<file path="src/rtl/inst_encoder_loader_pkg.sv">
// Shared opcodes, format/state enums and immediate range helper for the
// instruction encoder/loader.
package inst_enc_pkg;

    localparam logic [6:0] OP_JAL    = 7'b110_1111;
    localparam logic [6:0] OP_STORE  = 7'b010_0011;
    localparam logic [6:0] OP_BRANCH = 7'b110_0011;
    localparam logic [6:0] OP_LOAD   = 7'b000_0011;
    localparam logic [6:0] OP_IMM    = 7'b001_0011;
    localparam logic [6:0] OP_JALR   = 7'b110_0111;

    typedef enum logic [2:0] {FMT_I, FMT_S, FMT_B, FMT_J, FMT_BAD} fmt_e;
    typedef enum logic [1:0] {IDLE, RUN, FLUSH, DONE} state_e;

    function automatic fmt_e op_fmt(input logic [6:0] op);
        fmt_e f;
        case (op)
            OP_IMM, OP_LOAD, OP_JALR: f = FMT_I;
            OP_STORE:                 f = FMT_S;
            OP_BRANCH:                f = FMT_B;
            OP_JAL:                   f = FMT_J;
            default:                  f = FMT_BAD;
        endcase
        return f;
    endfunction

    // True when imm[31:msb] are all copies of the sign bit.
    function automatic logic imm_fits(input logic [31:0] imm, input logic [4:0] msb);
        logic [31:0] sh;
        sh = $signed(imm) >>> msb;
        return (sh == 32'h0000_0000) || (sh == 32'hFFFF_FFFF);
    endfunction

endpackage

</file>
<file path="src/rtl/inst_encoder_loader_field_pack.sv">
// Combinational RV32 field packer: builds the instruction word from opcode,
// register fields and immediate, and flags immediates that do not fit.
module inst_field_pack
    import inst_enc_pkg::*;
(
    input  logic [6:0]  opcode,
    input  logic [4:0]  rd,
    input  logic [4:0]  rs1,
    input  logic [4:0]  rs2,
    input  logic [2:0]  funct3,
    input  logic [31:0] imm,
    output logic [31:0] word,
    output logic        ok
);

    fmt_e        fmt_s;
    logic [31:0] word_s;
    logic        ok_s;

    // Format-specific packing and range check
    always_comb begin
        fmt_s  = op_fmt(opcode);
        word_s = 32'h0000_0000;
        ok_s   = 1'b0;
        case (fmt_s)
            FMT_I: begin
                word_s = {imm[11:0], rs1, funct3, rd, opcode};
                ok_s   = imm_fits(imm, 5'd11);
            end
            FMT_S: begin
                word_s = {imm[11:5], rs2, rs1, funct3, imm[4:0], opcode};
                ok_s   = imm_fits(imm, 5'd11);
            end
            FMT_B: begin
                word_s = {imm[12], imm[10:5], rs2, rs1, funct3, imm[4:1], imm[11], opcode};
                ok_s   = imm_fits(imm, 5'd12) && (imm[0] == 1'b0);
            end
            FMT_J: begin
                word_s = {imm[20], imm[10:1], imm[11], imm[19:12], rd, opcode};
                ok_s   = imm_fits(imm, 5'd20) && (imm[0] == 1'b0);
            end
            default: begin
                word_s = 32'h0000_0000;
                ok_s   = 1'b0;
            end
        endcase
    end

    assign word = word_s;
    assign ok   = ok_s;

endmodule

</file>
<file path="src/rtl/inst_encoder_loader.sv">
// Loads a run of encoded RV32 instruction words into instruction memory at
// consecutive word addresses, dropping and counting out-of-range entries.
module inst_encoder_loader
    import inst_enc_pkg::*;
#(
    parameter int ADDR_W = 8,
    parameter int CNT_W  = 8
)
(
    input  logic              clk,
    input  logic              reset,
    input  logic              start,
    input  logic [ADDR_W-1:0] base_addr,
    input  logic [CNT_W-1:0]  n_words,
    input  logic              in_valid,
    output logic              in_ready,
    input  logic [6:0]        in_opcode,
    input  logic [4:0]        in_rd,
    input  logic [4:0]        in_rs1,
    input  logic [4:0]        in_rs2,
    input  logic [2:0]        in_funct3,
    input  logic [31:0]       in_imm,
    output logic              imem_we,
    output logic [ADDR_W-1:0] imem_addr,
    output logic [31:0]       imem_wdata,
    output logic              busy,
    output logic              done,
    output logic              err,
    output logic [CNT_W-1:0]  err_cnt
);

    state_e            state_r, state_s;
    logic [ADDR_W-1:0] ptr_r;
    logic [CNT_W-1:0]  rem_r;
    logic              in_ready_r, busy_r, done_r, err_r;
    logic [CNT_W-1:0]  err_cnt_r;
    logic              imem_we_r;
    logic [ADDR_W-1:0] imem_addr_r;
    logic [31:0]       imem_wdata_r;
    logic              hs_s, load_s, ok_s;
    logic [31:0]       word_s;

    inst_field_pack u_pack (
        .opcode (in_opcode),
        .rd     (in_rd),
        .rs1    (in_rs1),
        .rs2    (in_rs2),
        .funct3 (in_funct3),
        .imm    (in_imm),
        .word   (word_s),
        .ok     (ok_s)
    );

    // Handshake and run-start qualifiers
    always_comb begin
        hs_s   = in_valid & in_ready_r;
        load_s = (state_r == IDLE) & start;
    end

    // Next-state selection
    always_comb begin
        state_s = state_r;
        case (state_r)
            IDLE: begin
                if (start) begin
                    if (n_words == {CNT_W{1'b0}}) state_s = DONE;
                    else                          state_s = RUN;
                end else begin
                    state_s = IDLE;
                end
            end
            RUN: begin
                if (hs_s && (rem_r == CNT_W'(1))) state_s = FLUSH;
                else                              state_s = RUN;
            end
            FLUSH:   state_s = DONE;
            DONE:    state_s = IDLE;
            default: state_s = IDLE;
        endcase
    end

    // State register; status outputs are registered from the next state
    always_ff @(posedge clk) begin
        if (reset) begin
            state_r    <= IDLE;
            in_ready_r <= 1'b0;
            busy_r     <= 1'b0;
            done_r     <= 1'b0;
        end else begin
            state_r    <= state_s;
            in_ready_r <= (state_s == RUN);
            busy_r     <= (state_s != IDLE);
            done_r     <= (state_s == DONE);
        end
    end

    // Write pointer, remaining count and per-run error accounting
    always_ff @(posedge clk) begin
        if (reset) begin
            ptr_r     <= {ADDR_W{1'b0}};
            rem_r     <= {CNT_W{1'b0}};
            err_r     <= 1'b0;
            err_cnt_r <= {CNT_W{1'b0}};
        end else if (load_s) begin
            ptr_r     <= base_addr;
            rem_r     <= n_words;
            err_r     <= 1'b0;
            err_cnt_r <= {CNT_W{1'b0}};
        end else if (hs_s) begin
            rem_r <= rem_r - CNT_W'(1);
            if (ok_s) begin
                ptr_r <= ptr_r + ADDR_W'(1);
            end else begin
                err_r <= 1'b1;
                if (err_cnt_r != {CNT_W{1'b1}}) err_cnt_r <= err_cnt_r + CNT_W'(1);
            end
        end
    end

    // Stage-2 instruction-memory write register; address/data hold between writes
    always_ff @(posedge clk) begin
        if (reset) begin
            imem_we_r    <= 1'b0;
            imem_addr_r  <= {ADDR_W{1'b0}};
            imem_wdata_r <= 32'h0000_0000;
        end else begin
            imem_we_r <= hs_s & ok_s;
            if (hs_s & ok_s) begin
                imem_addr_r  <= ptr_r;
                imem_wdata_r <= word_s;
            end
        end
    end

    assign in_ready   = in_ready_r;
    assign busy       = busy_r;
    assign done       = done_r;
    assign err        = err_r;
    assign err_cnt    = err_cnt_r;
    assign imem_we    = imem_we_r;
    assign imem_addr  = imem_addr_r;
    assign imem_wdata = imem_wdata_r;

endmodule

</file>
<file path="config.mk">
export PLATFORM = sky130hd
export DESIGN_NAME = inst_encoder_loader
export DESIGN_NICKNAME = d
export VERILOG_FILES = /design/src/rtl/inst_encoder_loader_pkg.sv /design/src/rtl/inst_encoder_loader_field_pack.sv /design/src/rtl/inst_encoder_loader.sv
export SDC_FILE = /design/constraint.sdc
export NUM_CORES = 1
export LEC_CHECK = 0
export ABC_AREA = 1
export CORE_MARGIN = 2
export CORE_UTILIZATION = 41
export DETAILED_ROUTE_END_ITERATION = 8
export PLACE_DENSITY = 0.84
export SYNTH_ARGS = -nofsm -noshare
export SYNTH_HDL_FRONTEND = slang
export SYNTH_SLANG_ARGS = --single-unit
</file>
<file path="constraint.sdc">
create_clock -name clk -period 1.7 [get_ports clk]
set_clock_uncertainty 0.05 [all_clocks]
set_input_delay 0.255 -clock clk [delete_from_list [all_inputs] [get_ports clk]]
set_output_delay 0.255 -clock clk [all_outputs]
set_load 0.02 [all_outputs]
</file>
==> load_flow_metrics.sql, run 1 <==
INSERT INTO impl_metrics (metric_group, metric, value, unit) VALUES
('final_layout', 'layout-drive-gt1-share', '14.2', '%'),
('critical_path', 'worst_ep_arrival_time', '1330', 'ps'),
('place', 'post_place_cells', '783', ''),
('final_layout', 'layout.nets', '771', ''),
('sta', 'final_slew_violations', '0', ''),
('grt', 'first_global_vias', '4121', ''),
('route', 'count_of_vias_placed_by_the_detailed_router', '4114', ''),
('sta', 'timing.final.hold_violations', '0', ''),
('floorplanning', 'start_util', '41.8', '%'),
('sta', 'max_slew_headroom', '78.5', '%'),
('critical_path', 'startpoint_type', 'register', ''),
('synthesis', 'yosysMostFrequentCell', 'nand2_1', ''),
('final_layout', 'number_of_non_filler_instances_in_the_completed_layout', '803', ''),
('clocking', 'clock_insertion_delay_worst_skew', '350', 'ps'),
('place', 'routabilityCongestion', '0.857', ''),
('route', 'first_iter_violations', '144', ''),
('grt', 'grt_usage', '22.0', '%'),
('final_layout', 'num_antenna_cells', '0', ''),
('critical_path', 'timing.setup.critical_path_class', 'register to output pin', ''),
('pwr', 'p_leak', '2.49', 'nW'),
('floorplanning', 'io_pins', '130', ''),
('clocking', 'clk_root_buffer_cell', 'clkbuf_8', ''),
('critical_path', 'crit_buf_inv', '1', ''),
('pwr', 'power.density', '677', 'nW/um^2'),
('grt', 'antenna_found_initial', '0', ''),
('synthesis', 'netlist_top_cells_count', '120 x nand2_1, 71 x dfxtp_1, 69 x nor2_1, 60 x a21oi_1, 46 x o21ai_0', ''),
('critical_path', 'critical-path-top-delay-family', 'buffers and inverters', ''),
('synthesis', 'ys_ff_latch', '71', ''),
('sta', 'period_minus_ws_final', '1640', 'ps'),
('critical_path', 'crit_required', '1390', 'ps'),
('clocking', 'cts-buffers-inserted', '9', ''),
('final_layout', 'post-route-util', '66.1', '%'),
('pwr', 'p_total', '3.86', 'mW'),
('pwr', 'sw_frac_of_total', '26.3', '%'),
('critical_path', 'crit_path_end_kind', 'output pin', ''),
('floorplanning', 'fp.coreArea', '8640', 'sq um'),
('pwr', 'combPwrFrac', '15.5', '%'),
('critical_path', 'max_stage_delay', '620', 'ps'),
('route', 'detail_route.wirelength', '10700', 'microns'),
('final_layout', 'syn2layout_area_growth', '58.1', '%'),
('floorplanning', 'placement_rows', '34', ''),
('route', 'drt-vias-per-instance', '5.12', ''),
('pwr', 'sequentialPowerShare', '44.8', '%'),
('critical_path', 'worst-path-max-fanout', '2', ''),
('synthesis', 'synth_seq_area_share', '39.4', '%'),
('place', 'buffers_added_on_ports', '129', ''),
('synthesis', 'mappedNetlistNets', '610', ''),
('final_layout', 'layout.filler_cells', '707', ''),
('pwr', 'switchingPower', '1.02', 'mW'),
('synthesis', 'synth_top_area_cell', 'dfxtp_1', ''),
('synthesis', 'dominant_cells_by_area_after_synthesis', 'dfxtp_1 39%, nand2_1 12%, a21oi_1 8.3%, nor2_1 7.2%, o21ai_0 6.4%', ''),
('route', 'detailedRoute.firstPassIterationCount', '4', ''),
('floorplanning', 'floorplan.die.width', '97.8', 'microns'),
('synthesis', 'syn_area_per_cell', '6.83', 'sq um'),
('grt', 'grt_start_max_net_pins', '27', ''),
('floorplanning', 'die-area', '9570', 'sq um'),
('clocking', 'total_clock_sinks', '71', ''),
('grt', 'grt_pass1_wl', '17800', 'microns'),
('worst_hold_path', 'holdCritPathClass', 'primary input to register', ''),
('sta', 'transition_at_the_pin_with_the_smallest_max_transition_slack', '319', 'ps'),
('pwr', 'ir_worst_vdd', '0.377', 'mV'),
('route', 'drtAntennaViolNets', '0', ''),
('route', 'drt_drc_violations_left', '0', ''),
('run_status', 'status', 'finished clean', ''),
('synthesis', 'synthCells', '529', ''),
('critical_path', 'timing.critical_path.cells', 'clkdlybuf4s50_1', ''),
('clocking', 'number_of_buffers_inserted_for_hold_repair_after_clock_tree_synthesis', '0', ''),
('clocking', 'clk_transition_reported_paths', '80', 'ps'),
('final_layout', 'multi_input_area', '2040', 'sq um'),
('synthesis', 'dominantRegCellSynth', 'dfxtp_1', ''),
('clocking', 'clock_tree_from_tritoncts', 'built', '');
==> stage by stage <==
stage	worst slack (ps)	area, sq um	hold WS [ps]
after floorplan	40.3	3620	289
after global placement	-432	5270	392
after detailed placement	-507	5270	394
after CTS	0.787	5510	318
after global routing	-4.29	5710	219
final	62.8	5710	181
==> power by group through the flow <==
stage | Sequential, mW | Clock [mW] | Combinational [mW]
3_5_place_dp | 1.77 | 0 | 0.578
4_1_cts | 1.73 | 1.56 | 0.585
3_3_place_gp | 1.77 | 0 | 0.564
6_report | 1.73 | 1.53 | 0.598
5_1_grt | 1.73 | 1.65 | 0.663
2_1_floorplan | 1.77 | 0 | 0.249
==> cell families (layout without fill, tap and decap cells) <==
group | after synthesis | after routing | synth area share [%]
AO/OA/AOI/OAI | 119 | 119 | 17.3
XOR/XNOR | 15 | 15 | 3.64
adder cells (fa/ha/maj) | 4 | 4 | 1.39
buffers and inverters | 64 | 230 | 7.35
flip-flops | 71 | 71 | 39.4
AND/OR/NAND/NOR | 256 | 256 | 31.0
==> placed cells by master (no fill, tap or decap), types with 12 or more instances in the layout <==
| cell type | instances |
|---|---|
| o21ai_0 | 32 |
| o21ai_1 | 12 |
| dlymetal6s2s_1 | 24 |
| clkdlybuf4s50_1 | 95 |
| nand2_1 | 120 |
| buf_4 | 37 |
| nor2_1 | 61 |
| dfxtp_1 | 70 |
| nand3_1 | 40 |
| a21oi_1 | 55 |
| inv_1 | 35 |
==> sequential cells by signal, summed over array words and instances, names as in the netlist <==
signal,cells
imem_addr,8
ptr_r,8
rem_r,8
in_ready,1
imem_we,1
err,1
err_cnt,8
imem_wdata,32
done,1
busy,1
state_r,2
==> worst reg2reg max path, stage by stage (launching register included) <==
cell and delay (ps):
dfxtp_1 410, nand3_2 120, nor2_2 120, nand2_1 60, nor2_1 130, nand2_1 80
xor2_1 140, o21ai_0 160, nand2_1 70, a21oi_1 110
==> layer usage <==
layer  part of all wire, %  global-route usage (%)  routed length (microns)
met1                    39                    25.4                     4240
met2                    52                    40.1                     5540
met3                   7.3                    6.08                      781
met4                   1.7                    5.56                      187
met5                     0                       0                        0
==> what timing repair did <==
item	CTS	global route
gates resized for setup	23	56
buffers inserted	1	1
endpoints found under the hold margin	0	0
cloned	0	2
pin swaps	2	9
endpoints found under the setup margin	59	62
==> worst paths after layout <==
path / startpoint / end / slack [ps] / cells past startpoint
max: imem_wdata[24]$_SDFFE_PP0P_ / imem_wdata[24] / 60 / 1
min: in_opcode[4] / imem_wdata[4]$_SDFFE_PP0P_ / 180 / 3
min reg2reg: imem_wdata[0]$_SDFFE_PP0P_ / imem_wdata[0]$_SDFFE_PP0P_ / 410 / 2
max reg2reg: ptr_r[0]$_SDFFE_PP0P_ / ptr_r[7]$_SDFFE_PP0P_ / 170 / 9
==> area by class of cell <==
| class | count | area share (%) |
|---|---|---|
| flip-flops and latches | 71 | 24.9 |
| multi-input cells | 394 | 35.7 |
| inverters | 41 | 2.70 |
| repair buffers | 173 | 30.4 |
| clock inverters | 7 | 1.77 |
| clock buffers | 9 | 2.17 |
| well taps | 108 | 2.37 |
Note: power is estimated with default switching activity, not from simulation.
==> inputs of run 2 (changes only) <==
--- a/config.mk
+++ b/config.mk
@@ -7,7 +7,6 @@
 export LEC_CHECK = 0
-export ABC_AREA = 1
 export CORE_MARGIN = 2
-export CORE_UTILIZATION = 41
+export CORE_UTILIZATION = 40
 export DETAILED_ROUTE_END_ITERATION = 8
-export PLACE_DENSITY = 0.84
+export PLACE_DENSITY = 0.83
 export SYNTH_ARGS = -nofsm -noshare
==> constraint.sdc (replaced) <==
create_clock -name clk -period 1.7 [get_ports clk]
set_clock_uncertainty 0.05 [all_clocks]
set_input_delay 0.34 -clock clk [delete_from_list [all_inputs] [get_ports clk]]
set_output_delay 0.34 -clock clk [all_outputs]
set_load 0.02 [all_outputs]
==> run 2 against run 1 <==
Compared with the run above: the run now ends with setup timing left; combinational power is 4.5% higher; via count is 5.0% higher; sequential cell count stayed put; global-route usage is 5.9 points higher; highest routed layer unchanged; power is 6.5% higher; sequential share of layout area is 2.9 points lower; routed wire length is 26% higher; cell count is 5.9% lower; hold slack better by 160 ps; die area is 0.81% lower; critical endpoint is now imem_wdata[7]$_SDFFE_PP0P_; sequential power is 2% higher.
==> load_flow_metrics.sql, run 2 <==
INSERT INTO impl_metrics (metric_group, metric, value, unit) VALUES
('run_status', 'status', 'finished with violations', ''),
('run_status', 'violated_checks', 'setup timing', ''),
('floorplanning', 'floorplan.die.width', '97.5', 'microns'),
('final_layout', 'layout-drive-gt1-share', '37.5', '%'),
('grt', 'first_global_vias', '4417', ''),
('grt', 'grt_remaining_overflow', '0', ''),
('synthesis', 'syn-cell-area', '3490', 'sq um'),
('floorplanning', 'placement_rows', '34', ''),
('synthesis', 'mappedNetlistNets', '522', ''),
('synthesis', 'synth.yosys.warnings', '0', ''),
('route', 'count_of_vias_placed_by_the_detailed_router', '4318', ''),
('pwr', 'p_total', '4.11', 'mW'),
('sta', 'final_slew_violations', '0', ''),
('synthesis', 'dominant_cells_by_area_after_synthesis', 'dfxtp_1 41%, nand2_1 11%, a21oi_1 6.3%, nor2_1 3.5%, mux2_2 2.9%', ''),
('floorplanning', 'start_util', '40.7', '%'),
('synthesis', 'netlist_top_cells_count', '100 x nand2_1, 71 x dfxtp_1, 44 x a21oi_1, 33 x nor2_1, 18 x clkbuf_1', ''),
('route', 'drt_drc_violations_left', '0', ''),
('pwr', 'p_leak', '3.14', 'nW'),
('synthesis', 'synth_seq_area_share', '40.7', '%'),
('route', 'route.detailed.wl_per_inst', '17.9', 'microns'),
('final_layout', 'multi_input_area', '2510', 'sq um'),
('sta', 'period_minus_ws_final', '2160', 'ps'),
('place', 'detailedPlacementHpwl', '8320', 'microns'),
('synthesis', 'synthCells', '441', ''),
('synthesis', 'syn_area_per_cell', '7.92', 'sq um'),
('route', 'detail_route.wirelength', '13600', 'microns'),
('route', 'drt-vias-per-instance', '5.71', ''),
('synthesis', 'synth_top_cell_area_share', '40.7', '%'),
('final_layout', 'most_frequent_cells_in_the_layout', '70 x dfxtp_1, 67 x nand2_1, 67 x buf_4', ''),
('floorplanning', 'fp.coreArea', '8590', 'sq um'),
('synthesis', 'complex_gate_fraction_of_the_synthesized_area', '18.1', '%'),
('final_layout', 'post-route-util', '75.1', '%'),
('critical_path', 'crit_path_end_kind', 'register', ''),
('synthesis', 'dominantRegCellSynth', 'dfxtp_1', ''),
('critical_path', 'worst_ep_arrival_time', '2380', 'ps'),
('floorplanning', 'die_h', '97.5', 'microns'),
('place', 'routabilityCongestion', '0.834', ''),
('sta', 'final_critical_path_setup_slack', '-458', 'ps'),
('pwr', 'ir_worst_vdd', '0.472', 'mV'),
('final_layout', 'layout.filler_cells', '591', ''),
('sta', 'max_slew_headroom', '64.8', '%'),
('synthesis', 'synth_top_area_cell', 'dfxtp_1', ''),
('grt', 'antenna_found_initial', '0', ''),
('synthesis', 'post_synth_mux_area_share', '4.05', '%'),
('clocking', 'htree_num_levels', '3', ''),
('grt', 'grt_pass1_wl', '21600', 'microns'),
('synthesis', 'count_of_cell_types_in_the_netlist', '51', ''),
('floorplanning', 'io_pins', '130', ''),
('place', 'buffers_added_on_ports', '129', ''),
('grt', 'grt_usage', '27.9', '%'),
('final_layout', 'final_common_cell', 'dfxtp_1', ''),
('grt', 'grt_start_max_net_pins', '36', ''),
('sta', 'period_utilisation_layout', '127', '%'),
('synthesis', 'synth_edf_count', '0', ''),
('floorplanning', 'die-area', '9500', 'sq um'),
('synthesis', 'fraction_of_the_mapped_netlist_area_in_simple_logic_gates', '29.9', '%'),
('critical_path', 'crit_required', '1920', 'ps'),
('pwr', 'power.density', '638', 'nW/um^2'),
('synthesis', 'yosysMostFrequentCell', 'nand2_1', ''),
('sta', 'setup_violation_total_in_the_final_timing_report', '59', ''),
('clocking', 'clk_root_buffer_cell', 'clkbuf_8', ''),
('critical_path', 'startpoint_type', 'primary input', ''),
('route', 'detailedRoute.firstPassIterationCount', '5', ''),
('route', 'drtAntennaViolNets', '0', ''),
('sta', 'grt_setup_unrepaired', 'yes', ''),
('clocking', 'clk_transition_reported_paths', '80', 'ps'),
('route', 'first_iter_violations', '250', ''),
('worst_hold_path', 'holdCritPathClass', 'primary input to register', ''),
('synthesis', 'dominant_combinational_cell_family_by_area_after_synthesis', 'simple AND/OR/NAND/NOR gates', ''),
('final_layout', 'largest_register_ff_count', '32', ''),
('final_layout', 'final-seq-area', '1420', 'sq um'),
('synthesis', 'ys_ff_latch', '71', ''),
('run', 'max_cap_viol_count', '0', ''),
('sta', 'transition_at_the_pin_with_the_smallest_max_transition_slack', '527', 'ps'),
('clocking', 'total_clock_sinks', '71', ''),
('clocking', 'clock_insertion_delay_worst_skew', '350', 'ps'),
('clocking', 'clock_tree_from_tritoncts', 'built', ''),
('final_layout', 'num_antenna_cells', '0', ''),
('final_layout', 'layout.nets', '724', ''),
('critical_path', 'timing.setup.critical_path_class', 'primary input to register', ''),
('synthesis', 'synthAdderAreaFrac', '1.43', '%'),
('final_layout', 'syn2layout_area_growth', '84.7', '%'),
('clocking', 'number_of_buffers_inserted_for_hold_repair_after_clock_tree_synthesis', '0', ''),
('sta', 'timing.final.hold_violations', '0', ''),
('place', 'place_worst_setup_slack', '-1130', 'ps'),
('clocking', 'clock_tree.buffer_depth', '2', ''),
('synthesis', 'yosys.area_share.xor_xnor', '2.01', '%'),
('critical_path', 'worst-path-max-fanout', '5', ''),
('synthesis', 'ys_async_sr_fraction', '0', '%'),
('clocking', 'cts-buffers-inserted', '9', ''),
('sta', 'max_freq', '463', 'MHz');
[run 2: cell count changes after synthesis, sizes merged, moves of 16 or more]
| cell | change |
|---|---|
| nand2 | -25 |
| a21oi | -16 |
| o21ai | -42 |
| nand3 | -29 |
| nor2 | -39 |
| inv | -35 |
[run 2: layout make-up]
class                   count  area share, %
multi-input cells         338           38.9
repair buffers            217           32.8
flip-flops and latches     71           22.1
clock buffers              11           2.19
well taps                 108           2.09
clock inverters             5           1.61
inverters                   6          0.349
[run 2: stage by stage]
stage | std cells | cell area [sq um] | setup TNS (ps) | hold slack [ps]
6_report | 756 | 6450 | -21390 | 340
5_1_grt | 756 | 6450 | -27460 | 347
4_1_cts | 756 | 6250 | -19420 | 321
3_5_place_dp | 714 | 5340 | -66070 | 399
3_3_place_gp | 714 | 5340 | -62900 | 390
2_1_floorplan | 441 | 3590 | -23450 | 398
[run 2: logic make-up (layout without fill, tap and decap cells)]
group	Yosys count	in the layout
adder cells (fa/ha/maj)	4	4
multiplexers	13	13
XOR/XNOR	8	8
AND/OR/NAND/NOR	219	219
AO/OA/AOI/OAI	94	94
flip-flops	71	71
buffers and inverters	32	239
[run 2: critical path, cell delays in order]
cell and delay (ps):
buf_2 120, nor4_4 270, nand3_1 140, or3_4 410, a221oi_4 260, buf_4 160, a22o_4 150, buf_8 120
buf_12 100, buf_12 120, nand2_2 50, a21oi_1 140
[run 2: worst paths after layout]
check / slack (ps) / to / start / depth (start not counted)
hold reg to reg: 410 / imem_wdata[17]$_SDFFE_PP0P_ / imem_wdata[17]$_SDFFE_PP0P_ / 2
setup / recovery: -460 / imem_wdata[7]$_SDFFE_PP0P_ / in_imm[29] / 12
setup reg to reg: -120 / ptr_r[7]$_SDFFE_PP0P_ / ptr_r[0]$_SDFFE_PP0P_ / 7
hold / removal: 340 / ptr_r[1]$_SDFFE_PP0P_ / reset / 3
[run 2: power breakdown]
group | internal, mW | switching [mW]
Clock | 1.02 | 0.697
Combinational | 0.331 | 0.294
Sequential | 1.71 | 0.0638
Total | 3.06 | 1.05
[run 2: what timing repair did]
action / CTS / global route
setup buffers: 24 / 5
endpoints found under the hold margin: 0 / 0
resized for setup: 221 / 80
endpoints found under the setup margin: 90 / 87
cloned: 7 / 0
pin swaps: 49 / 37
[run 2: layer usage]
layer	vias to the layer above	GRT usage (%)	part of all wire (%)
met4	0	12.2	4.3
met5	-	0	0
met1	2060	31.8	38
met3	56	7.34	8.1
met2	215	48.9	50
li1	1987	-	-
